[src/rtl/video_ntsc_pkg.sv]
// Shared NTSC composite-encoder constants, stage-1 flag bundle and lock FSM encoding.
package video_ntsc_pkg;

  localparam int Y_W    = 8;
  localparam int UV_W   = 9;
  localparam int WDOG_W = 11;

  localparam logic [7:0] C_SYNC_LVL  = 8'd0;
  localparam logic [7:0] C_BLANK     = 8'd72;
  localparam logic [7:0] C_BURST_AMP = 8'd16;
  localparam logic [7:0] C_SETUP     = 8'd10;
  localparam logic [7:0] C_Y_GAIN    = 8'd179;
  localparam logic [7:0] C_U_GAIN    = 8'd63;
  localparam logic [7:0] C_V_GAIN    = 8'd112;

  // Must exceed one 780-pixel line so a healthy sync stream never times out.
  localparam logic [WDOG_W-1:0] C_LOCK_TO = 11'd1023;

  typedef enum logic {
    ST_MUTE = 1'b0,
    ST_RUN  = 1'b1
  } lock_state_e;

  typedef struct packed {
    logic xsync;
    logic xblk;
    logic burst;
    logic sin_neg;
    logic cos_neg;
    logic kill;
  } s1_flags_t;

endpackage

[src/rtl/ntsc_rgb2yuv.sv]
// Combinational RGB444 -> Y8 / U9 / V9 colour-space conversion feeding encoder stage 1.
module ntsc_rgb2yuv
  import video_ntsc_pkg::*;
(
  input  logic [3:0]             r_i,
  input  logic [3:0]             g_i,
  input  logic [3:0]             b_i,
  output logic [Y_W-1:0]         y_o,
  output logic signed [UV_W-1:0] u_o,
  output logic signed [UV_W-1:0] v_o
);

  // Weights 5/9/2 sum to 16, so Y8 peaks at 240 and fits 8 bits unsigned.
  assign y_o = 8'(r_i) * 8'd5 + 8'(g_i) * 8'd9 + 8'(b_i) * 8'd2;
  assign u_o = $signed({1'b0, b_i, 4'b0000}) - $signed({1'b0, y_o});
  assign v_o = $signed({1'b0, r_i, 4'b0000}) - $signed({1'b0, y_o});

endmodule

[src/rtl/ntsc_squ_encoder.sv]
// Two-stage NTSC composite encoder with sync-lock mute. Define NTSC_SQU_SETUP_EN to add the
// 7.5 IRE pedestal to active video.
module ntsc_squ_encoder
  import video_ntsc_pkg::*;
(
  input  logic       CK_i,
  input  logic       RST_i,
  input  logic       XSYNC_i,
  input  logic       XBLK_i,
  input  logic       COLOR_BAR_NOW_i,
  input  logic [3:0] sin_s_i,
  input  logic [3:0] cos_s_i,
  input  logic [3:0] R_i,
  input  logic [3:0] G_i,
  input  logic [3:0] B_i,
  input  logic       COLOR_KILL_i,
  output logic [7:0] DAC_o,
  output logic       SYNC_LOCK_o,
  output logic       XBLK_o
);

`ifdef NTSC_SQU_SETUP_EN
  localparam logic signed [10:0] PEDESTAL = 11'(C_BLANK) + 11'(C_SETUP);
`else
  localparam logic signed [10:0] PEDESTAL = 11'(C_BLANK);
`endif
  localparam logic signed [17:0] U_GAIN_S = 18'(C_U_GAIN);
  localparam logic signed [17:0] V_GAIN_S = 18'(C_V_GAIN);

  s1_flags_t                s1_d, s1_q;
  logic                     xsync_prev_q;
  logic [Y_W-1:0]           y_d, y_q;
  logic signed [UV_W-1:0]   u_d, u_q, v_d, v_q;
  lock_state_e              state_d, state_q;
  logic [WDOG_W-1:0]        wdog_d, wdog_q, wdog_inc;
  logic [7:0]               dac_d, dac_q, active_code;
  logic                     xblk_q, fall;
  logic signed [17:0]       u_prod, v_prod, c_sum;
  logic signed [10:0]       chroma, total;
  logic [15:0]              y_prod;
  logic                     unused_phase_bits;

  // Only the sign bits of the square phase codes carry information.
  assign unused_phase_bits = ^{sin_s_i[2:0], cos_s_i[2:0]};

  ntsc_rgb2yuv u_rgb2yuv (
    .r_i (R_i),
    .g_i (G_i),
    .b_i (B_i),
    .y_o (y_d),
    .u_o (u_d),
    .v_o (v_d)
  );

  always_comb begin
    s1_d = '{xsync: XSYNC_i, xblk: XBLK_i, burst: COLOR_BAR_NOW_i,
             sin_neg: sin_s_i[3], cos_neg: cos_s_i[3], kill: COLOR_KILL_i};
  end

  // Active-video level: luma plus signed square-subcarrier chroma, clamped above sync tip.
  always_comb begin
    u_prod = 18'(u_q) * U_GAIN_S;
    v_prod = 18'(v_q) * V_GAIN_S;
    c_sum  = (s1_q.sin_neg ? -u_prod : u_prod) + (s1_q.cos_neg ? -v_prod : v_prod);
    chroma = s1_q.kill ? 11'sd0 : 11'(c_sum >>> 8);
    y_prod = 16'(y_q) * 16'(C_Y_GAIN);
    total  = PEDESTAL + $signed({3'b000, y_prod[15:8]}) + chroma;
    if (total < 11'sd1)        active_code = 8'd1;
    else if (total > 11'sd255) active_code = 8'd255;
    else                       active_code = total[7:0];
  end

  // Lock FSM and watchdog; a fall in the same cycle as the timeout keeps the lock.
  always_comb begin
    // NOTE: every combinational output gets a default first so no path can infer a latch.
    state_d  = state_q;
    wdog_d   = wdog_q;
    wdog_inc = wdog_q + 11'd1;
    fall     = xsync_prev_q & ~s1_q.xsync;
    case (state_q)
      ST_MUTE: begin
        if (fall) begin
          state_d = ST_RUN;
          wdog_d  = '0;
        end
      end
      ST_RUN: begin
        if (fall) begin
          wdog_d = '0;
        end else begin
          wdog_d = wdog_inc;
          if (wdog_inc == C_LOCK_TO) state_d = ST_MUTE;
        end
      end
      default: state_d = ST_MUTE;
    endcase
  end

  // Mute uses the next state so the locking sync sample is the first level emitted.
  always_comb begin
    dac_d = C_BLANK;
    if (state_d == ST_MUTE) begin
      dac_d = C_BLANK;
    end else if (!s1_q.xsync) begin
      dac_d = C_SYNC_LVL;
    end else if (!s1_q.xblk) begin
      if (s1_q.burst && !s1_q.kill)
        dac_d = s1_q.sin_neg ? (C_BLANK + C_BURST_AMP) : (C_BLANK - C_BURST_AMP);
    end else begin
      dac_d = active_code;
    end
  end

  always_ff @(posedge CK_i) begin
    // NOTE: state registers use non-blocking assignment so every flop samples pre-edge values.
    if (RST_i) begin
      s1_q         <= '0;
      xsync_prev_q <= 1'b0;
      state_q      <= ST_MUTE;
      wdog_q       <= '0;
      dac_q        <= C_BLANK;
      xblk_q       <= 1'b0;
    end else begin
      s1_q         <= s1_d;
      xsync_prev_q <= s1_q.xsync;
      state_q      <= state_d;
      wdog_q       <= wdog_d;
      dac_q        <= dac_d;
      xblk_q       <= s1_q.xblk;
    end
  end

  // NOTE: pixel datapath regs are left unreset; their output is masked by the cleared flags.
  always_ff @(posedge CK_i) begin
    y_q <= y_d;
    u_q <= u_d;
    v_q <= v_d;
  end

  assign DAC_o       = dac_q;
  assign SYNC_LOCK_o = (state_q == ST_RUN);
  assign XBLK_o      = xblk_q;

endmodule
[config.mk]
export PLATFORM = sky130hd
export DESIGN_NAME = ntsc_squ_encoder
export DESIGN_NICKNAME = d
export VERILOG_FILES = /design/src/rtl/video_ntsc_pkg.sv /design/src/rtl/ntsc_rgb2yuv.sv /design/src/rtl/ntsc_squ_encoder.sv
export SDC_FILE = /design/constraint.sdc
export NUM_CORES = 1
export LEC_CHECK = 0
export ABC_AREA = 1
export BUFFER_PORTS_ARGS = -buffer_cell sky130_fd_sc_hd__buf_2
export CORE_MARGIN = 1
export CORE_UTILIZATION = 41
export CTS_CLUSTER_DIAMETER = 100
export DETAILED_ROUTE_END_ITERATION = 8
export GPL_TIMING_DRIVEN = 0
export PLACE_DENSITY = 0.61
export SLEW_MARGIN = 40
export SYNTH_ARGS = -nofsm -noshare
export SYNTH_HDL_FRONTEND = slang
export SYNTH_SLANG_ARGS = --single-unit
[constraint.sdc]
create_clock -name CK_i -period 6.4 [get_ports CK_i]
set_clock_uncertainty 0.15 [all_clocks]
set_input_delay 0.32 -clock CK_i [delete_from_list [all_inputs] [get_ports CK_i]]
set_output_delay 0.32 -clock CK_i [all_outputs]
set_load 0.02 [all_outputs]
==> impl_metrics.json, run 1 <==
{
  "synth.area.top_cells": "ha_1, fa_1, dfxtp_1",
  "synth_seq_cells": 49,
  "hold_viol_final": 0,
  "setup_viol": 8,
  "maxSlewHeadroom_pct": 55.0,
  "multi_input_area_um2": 6320,
  "worst_hold_path_type": "input pin to register",
  "post-route-min-period_ns": 7.01,
  "rsz0062_at_grt": "yes",
  "clockBufferDepth": 2,
  "synth.largest_area_cell": "ha_1",
  "syn_to_final_growth_pct": 16.7,
  "rows": 50,
  "synth_top_area_share_pct": 22.2,
  "drive_gt1_share_pct": 17.0,
  "post_dp_cell_area_um2": 8400,
  "yosysSeqAreaShare_pct": 12.5,
  "slowest_delay_ns": 0.55,
  "drt_iter0_drc": 223,
  "die_h_um": 141,
  "ctsHoldBuffers": 0,
  "synth_edf_count": 0,
  "end_kind": "register",
  "antenna_found_initial": 0,
  "cts_made_buffers": 5,
  "vias": 6557,
  "worst-slew-pin-transition_ns": 0.673,
  "syn_nets": 1312,
  "initial_core_util_pct": 42.0,
  "dieArea_um2": 19800,
  "die_w_um": 141,
  "worstPathMaxFanout": 5,
  "grt_pass1_wl_um": 26700,
  "dp_hpwl_um": 12900,
  "grt_util_met1_pct": 21.6,
  "drc_errors": 0,
  "pre_cts_ws_ns": -0.976,
  "synthesis.area_um2": 7870,
  "fill_cells": 1897,
  "fin_nets": 1384,
  "clock_latency_ns": 0.29,
  "n_antenna_cell": 0,
  "fmax_mhz": 143,
  "path_class": "register to register",
  "synth.most_common_cell": "inv_1",
  "grt_pass1_vias": 6169,
  "grt_overflow": 0,
  "crit_top_cell": "nand2_1",
  "violations": "negative setup slack",
  "outcome": "finished with violations",
  "report.final.slew_viol_count": 0,
  "synth_commonest_cells": "inv_1, nand2_1, ha_1, nor2_1, a21oi_1",
  "synthFlopType": "dfxtp_1",
  "grt_max_degree": 17,
  "ios": 36,
  "yosysWarnings": 0,
  "gr-usage-met3_pct": 1.87,
  "cp.arrival_ns": 7.05,
  "top_usage_layer": "met2",
  "h-tree-depth": 2,
  "viasPerCell": 4.69,
  "clock-sinks": 49,
  "met2_usage_pct": 28.4,
  "setup_slack_ns": -0.612,
  "cts_root_buffer": "clkbuf_16",
  "core_um2": 18800,
  "io_buffers": 28,
  "ant_nets": 0,
  "syn_area_per_cell_um2": 7.22,
  "gp_congestion": 0.842,
  "dr.pass1.iters": 4,
  "yosysUniqueCellTypes": 41,
  "fin_crit_sh_pct": 110,
  "drv_cap": 0,
  "async_reset_ff_share_pct": 0,
  "register_area_um2": 1010,
  "synthCells": 1091,
  "clk_pin_slew_ns": 0.06,
  "cp.required_ns": 6.44,
  "cts_tree": "built",
  "grt_usage_pct": 16.2,
  "finalInstanceArea_um2": 9190,
  "routedWlPerCell_um": 11.0,
  "crit_slowest_cell": "fa_1",
  "drt-total-wl_um": 15400,
  "crit_path_start_kind": "register"
}
## cell families after synthesis
logic type	Yosys count	synth area share, %
AOI/OAI and AO/OA	103	7.37
and+or+nand+nor	415	23.4
adders and majority gates	195	36.2
xor gates and xnor gates	72	8.29
DFF	49	12.5
buffers and inverters	257	12.3
## worst max-delay path, delay by kind of cell, from the launching register on
kind / cells / cell delay (ns)
and+or+nand+nor: 24 / 2.15
buffers and inverters: 8 / 0.48
xor gates and xnor gates: 1 / 0.17
DFF: 1 / 0.37
adders and majority gates: 7 / 2.92
AOI/OAI and AO/OA: 5 / 0.66
## flip-flops by register name (all words and copies together), names as in the netlist
register,count
wdog_q,11
v_q,9
DAC_o,8
y_q,7
s1_q,6
u_q,5
SYNC_LOCK_o,1
XBLK_o,1
xsync_prev_q,1
## cells in the final DEF (no fill, tap or decap), types with 3 or more instances in the layout
cell type,netlist,routed
nand3_1,49,49
nor2_1,64,55
buf_4,0,36
nor3_2,0,3
o21ai_0,21,17
clkinv_1,4,4
inv_1,244,232
ha_4,0,14
inv_2,4,15
a31oi_1,4,3
nand2_2,9,23
nand3_2,6,6
xor2_2,1,4
xor2_1,47,44
fa_1,55,54
or2_2,9,9
nand2_4,1,5
nor2_2,4,11
dfxtp_4,0,9
nor3_1,7,3
nor2_4,2,4
clkbuf_16,0,5
a21oi_1,59,52
nand3b_1,7,7
xnor2_2,2,3
a21o_1,4,4
ha_1,140,126
clkbuf_1,4,4
o21ai_1,0,3
xnor2_1,22,21
nand2_1,232,214
buf_2,1,29
nand4_1,19,19
dfxtp_1,49,40
a21oi_2,0,7
o21bai_1,6,6
## what timing repair did
| action | in CTS | in global routing |
|---|---|---|
| setup endpoints to repair | 8 | 8 |
| resized for setup | 38 | 47 |
| setup buffers | 22 | 15 |
| pin swaps | 25 | 35 |
## metal layers
layer / vias to the layer above / routed length (um)
met1: 2934 / 7590
met2: 62 / 7350
li1: 3546 / -
met5: - / 0
met4: 0 / 162
met3: 15 / 287
## cell type report
cell class	count	share of cell area, %
Multi-Input combinational cell	785	68.8
Tap cell	234	3.19
Clock buffer	5	1.36
Inverter	252	10.3
Sequential cell	49	11.0
Timing Repair Buffer	65	4.59
Buffer	5	0.218
Clock inverter	3	0.490
## per-stage QoR
| stage | std cells | utilization, % | hold WS (ns) | setup TNS [ns] |
|---|---|---|---|---|
| 3_5_place_dp | 1353 | 44.7 | 0.310 | -7.33 |
| 2_1_floorplan | 1091 | - | 0.277 | -0.919 |
| 4_1_cts | 1383 | 47.3 | 0.0763 | -4.41 |
| 3_3_place_gp | 1353 | 44.7 | 0.305 | -7.11 |
| 6_report | 1398 | 49.0 | 0.0790 | -4.74 |
| 5_1_grt | 1398 | 49.0 | 0.0840 | -8.29 |
## final timing paths
check        cells past startpoint                   start                     end  slack, ns
max                             45          u_q[6]$_DFF_P_     DAC_o[3]$_SDFF_PP1_      -0.61
min                              3                 XSYNC_i      s1_q[5]$_SDFF_PP0_       0.08
max reg2reg                     45          u_q[6]$_DFF_P_     DAC_o[3]$_SDFF_PP1_      -0.61
min reg2reg                      2  wdog_q[6]$_SDFFE_PP0P_  wdog_q[6]$_SDFFE_PP0P_       0.32
Power of run 1 is left out: the tool's default activity adds up to more than one toggle a clock period on the data nets, which glitch-free logic cannot reach.
==> run 2, diff against run 1 <==
--- a/config.mk
+++ b/config.mk
@@ -8,12 +8,13 @@
 export ABC_AREA = 1
 export BUFFER_PORTS_ARGS = -buffer_cell sky130_fd_sc_hd__buf_2
 export CORE_MARGIN = 1
-export CORE_UTILIZATION = 41
+export CORE_UTILIZATION = 54
 export CTS_CLUSTER_DIAMETER = 100
 export DETAILED_ROUTE_END_ITERATION = 8
 export GPL_TIMING_DRIVEN = 0
-export PLACE_DENSITY = 0.61
+export PLACE_DENSITY = 0.76
 export SLEW_MARGIN = 40
 export SYNTH_ARGS = -nofsm -noshare
 export SYNTH_HDL_FRONTEND = slang
+export SYNTH_HIERARCHICAL = 1
 export SYNTH_SLANG_ARGS = --single-unit
==> run 2 against run 1 <==
Compared with the run above:
- worst setup slack improved by 0.036 ns
- global-route usage up 7.3 points
- synthesized cell count rose by 8.3%
- cell area is 7.2% higher
- area after synthesis up 7.4%
- sequential share of layout area grew 0.25 points
- the flow still finishes with violations (negative setup slack)
- non-clock buffer count up 10
- sequential cell count rose by 5
- count of clock-buffer cells in the layout increased by 1
- die area is 18% lower
- utilization rose by 16 points
- via count grew 13%
==> impl_metrics.json, run 2 <==
{
  "outcome": "finished with violations",
  "violations": "negative setup slack",
  "grt_max_degree": 17,
  "yosysWarnings": 6,
  "clk_pin_slew_ns": 0.07,
  "path_class": "register to register",
  "io_buffers": 28,
  "clock_latency_ns": 0.31,
  "clockBufferDepth": 2,
  "ff2ff_setup_slack_ns": -0.58,
  "core_um2": 15300,
  "rsz0062_at_grt": "yes",
  "h-tree-depth": 2,
  "yosysUniqueCellTypes": 49,
  "setup_slack_ns": -0.576,
  "viasPerCell": 5.04,
  "die_h_um": 127,
  "r2r_start": "u_q[3]$_DFF_P_",
  "rows": 45,
  "cp_num_buf_inv": 5,
  "path_delay_family": "adder cells",
  "yosysSeqAreaShare_pct": 12.8,
  "cts_tree": "built",
  "synth_seq_cells": 54,
  "final_common_cell": "inv_1",
  "async_reset_ff_share_pct": 0,
  "synth_top_area_share_pct": 21.2,
  "dieArea_um2": 16200,
  "crit_start": "u_q[3]$_DFF_P_",
  "syn_area_per_cell_um2": 7.15,
  "dr.pass1.iters": 7,
  "report.final.slew_viol_count": 0,
  "drt-total-wl_um": 18700,
  "syn_nets": 1407,
  "synth_commonest_cells": "inv_1, nand2_1, ha_1, nor2_1, nand3_1",
  "die_w_um": 127,
  "cp.required_ns": 6.45,
  "clock-sinks": 54,
  "grt_usage_pct": 23.5,
  "cp.depth": 42,
  "r2r_cells": 42,
  "fin_crit_sh_pct": 109,
  "fill_cells": 1294,
  "hold_viol_final": 0,
  "slowest_delay_ns": 0.50,
  "synth_edf_count": 0,
  "synthesis.area_um2": 8450,
  "regMostFlops": "wdog_q",
  "worst_hold_path_type": "input pin to register",
  "cp.arrival_ns": 7.03,
  "grt_pass1_wl_um": 30700,
  "synth.area.top_cells": "ha_1, fa_1, dfxtp_1",
  "n_antenna_cell": 0,
  "largest_reg_flops": 11,
  "fin_nets": 1484,
  "synth.largest_area_cell": "ha_1",
  "routedWlPerCell_um": 12.7,
  "grt_overflow": 0,
  "vias": 7409,
  "antenna_found_initial": 0,
  "synthFlopType": "dfxtp_1",
  "dp_hpwl_um": 14500,
  "crit_slowest_cell": "fa_1",
  "worstSetupEndpoint": "DAC_o[5]$_SDFF_PP0_",
  "ios": 36,
  "maxSlewHeadroom_pct": 53.4,
  "r2r_end": "DAC_o[5]$_SDFF_PP0_",
  "drive_gt1_share_pct": 19.8,
  "whs_ns": 0.0653,
  "setup_viol": 8,
  "worst-slew-pin-transition_ns": 0.695,
  "layout_common_cells": "inv_1, nand2_1, ha_1, nor2_1, nand3_1",
  "worstPathMaxFanout": 6,
  "drc_errors": 0,
  "cts_root_buffer": "clkbuf_16",
  "post-route-min-period_ns": 6.98,
  "initial_core_util_pct": 55.4,
  "synth.most_common_cell": "inv_1",
  "drv_cap": 0,
  "syn_to_final_growth_pct": 16.5,
  "synthCells": 1182,
  "ant_nets": 0,
  "fmax_mhz": 143,
  "gp_congestion": 0.883,
  "end_kind": "register",
  "crit_path_start_kind": "register",
  "drt_iter0_drc": 368,
  "cts_made_buffers": 5,
  "crit_top_cell": "nand2_1",
  "largestRegisters": "wdog_q (11), u_q (9), v_q (9)",
  "ctsHoldBuffers": 0,
  "grt_pass1_vias": 7093
}
## run 2: cell count changes after synthesis, moves of 6 or more
| cell | change |
|---|---|
| nand2_2 | +16 |
| nor2_1 | +15 |
| inv_1 | +14 |
| nand3_1 | +14 |
| nand2_1 | +11 |
| xor2_1 | -11 |
| nand3_2 | +10 |
| nand4_1 | -8 |
| inv_2 | +6 |
## run 2: worst min path at each step
| stage | endpoint | from | cells after the start |
|---|---|---|---|
| after floorplan | s1_q[0]$_SDFF_PP0_ | COLOR_KILL_i | 2 |
| after global placement | wdog_q[0]$_SDFFE_PP0P_ | wdog_q[0]$_SDFFE_PP0P_ | 1 |
| final | s1_q[4]$_SDFF_PP0_ | XBLK_i | 3 |
| after CTS | s1_q[5]$_SDFF_PP0_ | XSYNC_i | 3 |
| after detailed placement | DAC_o[3]$_SDFF_PP1_ | s1_q[5]$_SDFF_PP0_ | 2 |
| after global routing | s1_q[5]$_SDFF_PP0_ | XSYNC_i | 3 |
## run 2: routing by layer
metal  routed length [um]  global-route usage (%)  share of wire, %
met3                  489                    2.51               2.6
met5                    0                       0                 0
met4                  353                    5.88               1.9
met2                 9470                    44.2                51
met1                 8420                    28.6                45
## run 2: worst register-to-register path: cells and delay by family (launching register included)
kind | cells | cell delay [ns]
AO/OA/AOI/OAI | 8 | 1.01
flip-flops | 1 | 0.38
AND/OR/NAND/NOR | 21 | 2.13
XOR/XNOR | 1 | 0.14
adder cells (fa/ha/maj) | 7 | 2.69
buffers and inverters | 5 | 0.38
## run 2: cell type report
cell class | count | area [um^2] | area share, %
Buffer | 10 | 67.6 | 0.686
Clock buffer | 6 | 129 | 1.31
Clock inverter | 2 | 13.8 | 0.140
Inverter | 270 | 1020 | 10.3
Multi-Input combinational cell | 848 | 6780 | 68.8
Sequential cell | 54 | 1110 | 11.3
Tap cell | 211 | 264 | 2.68
Timing Repair Buffer | 70 | 467 | 4.74
## run 2: cells by family after synthesis
group / synth area share [%]
and+or+nand+nor: 26.0
buffers and inverters: 12.8
adders and majority gates: 34.4
AOI/OAI and AO/OA: 7.24
xor gates and xnor gates: 6.79
DFF: 12.8
## run 2: stage by stage
stage / setup WS (ns) / cell area (um^2) / TNS (ns) / std cells / utilization (%)
after floorplan: 0.0135 / 8560 / 0 / 1182 / -
after global placement: -0.653 / 8960 / -5.08 / 1421 / 58.7
after detailed placement: -0.755 / 8960 / -5.86 / 1421 / 58.7
after CTS: -0.364 / 9490 / -2.73 / 1451 / 62.2
after global routing: -0.986 / 9850 / -7.65 / 1471 / 64.6
final: -0.576 / 9850 / -4.41 / 1471 / 64.6
## run 2: repair_timing
item,in CTS,in global routing
resized for setup,51,56
setup buffers,22,20
gates cloned,0,0
pin swaps,35,63
setup endpoints to repair,8,8
Power of run 2 is left out for the same reason.
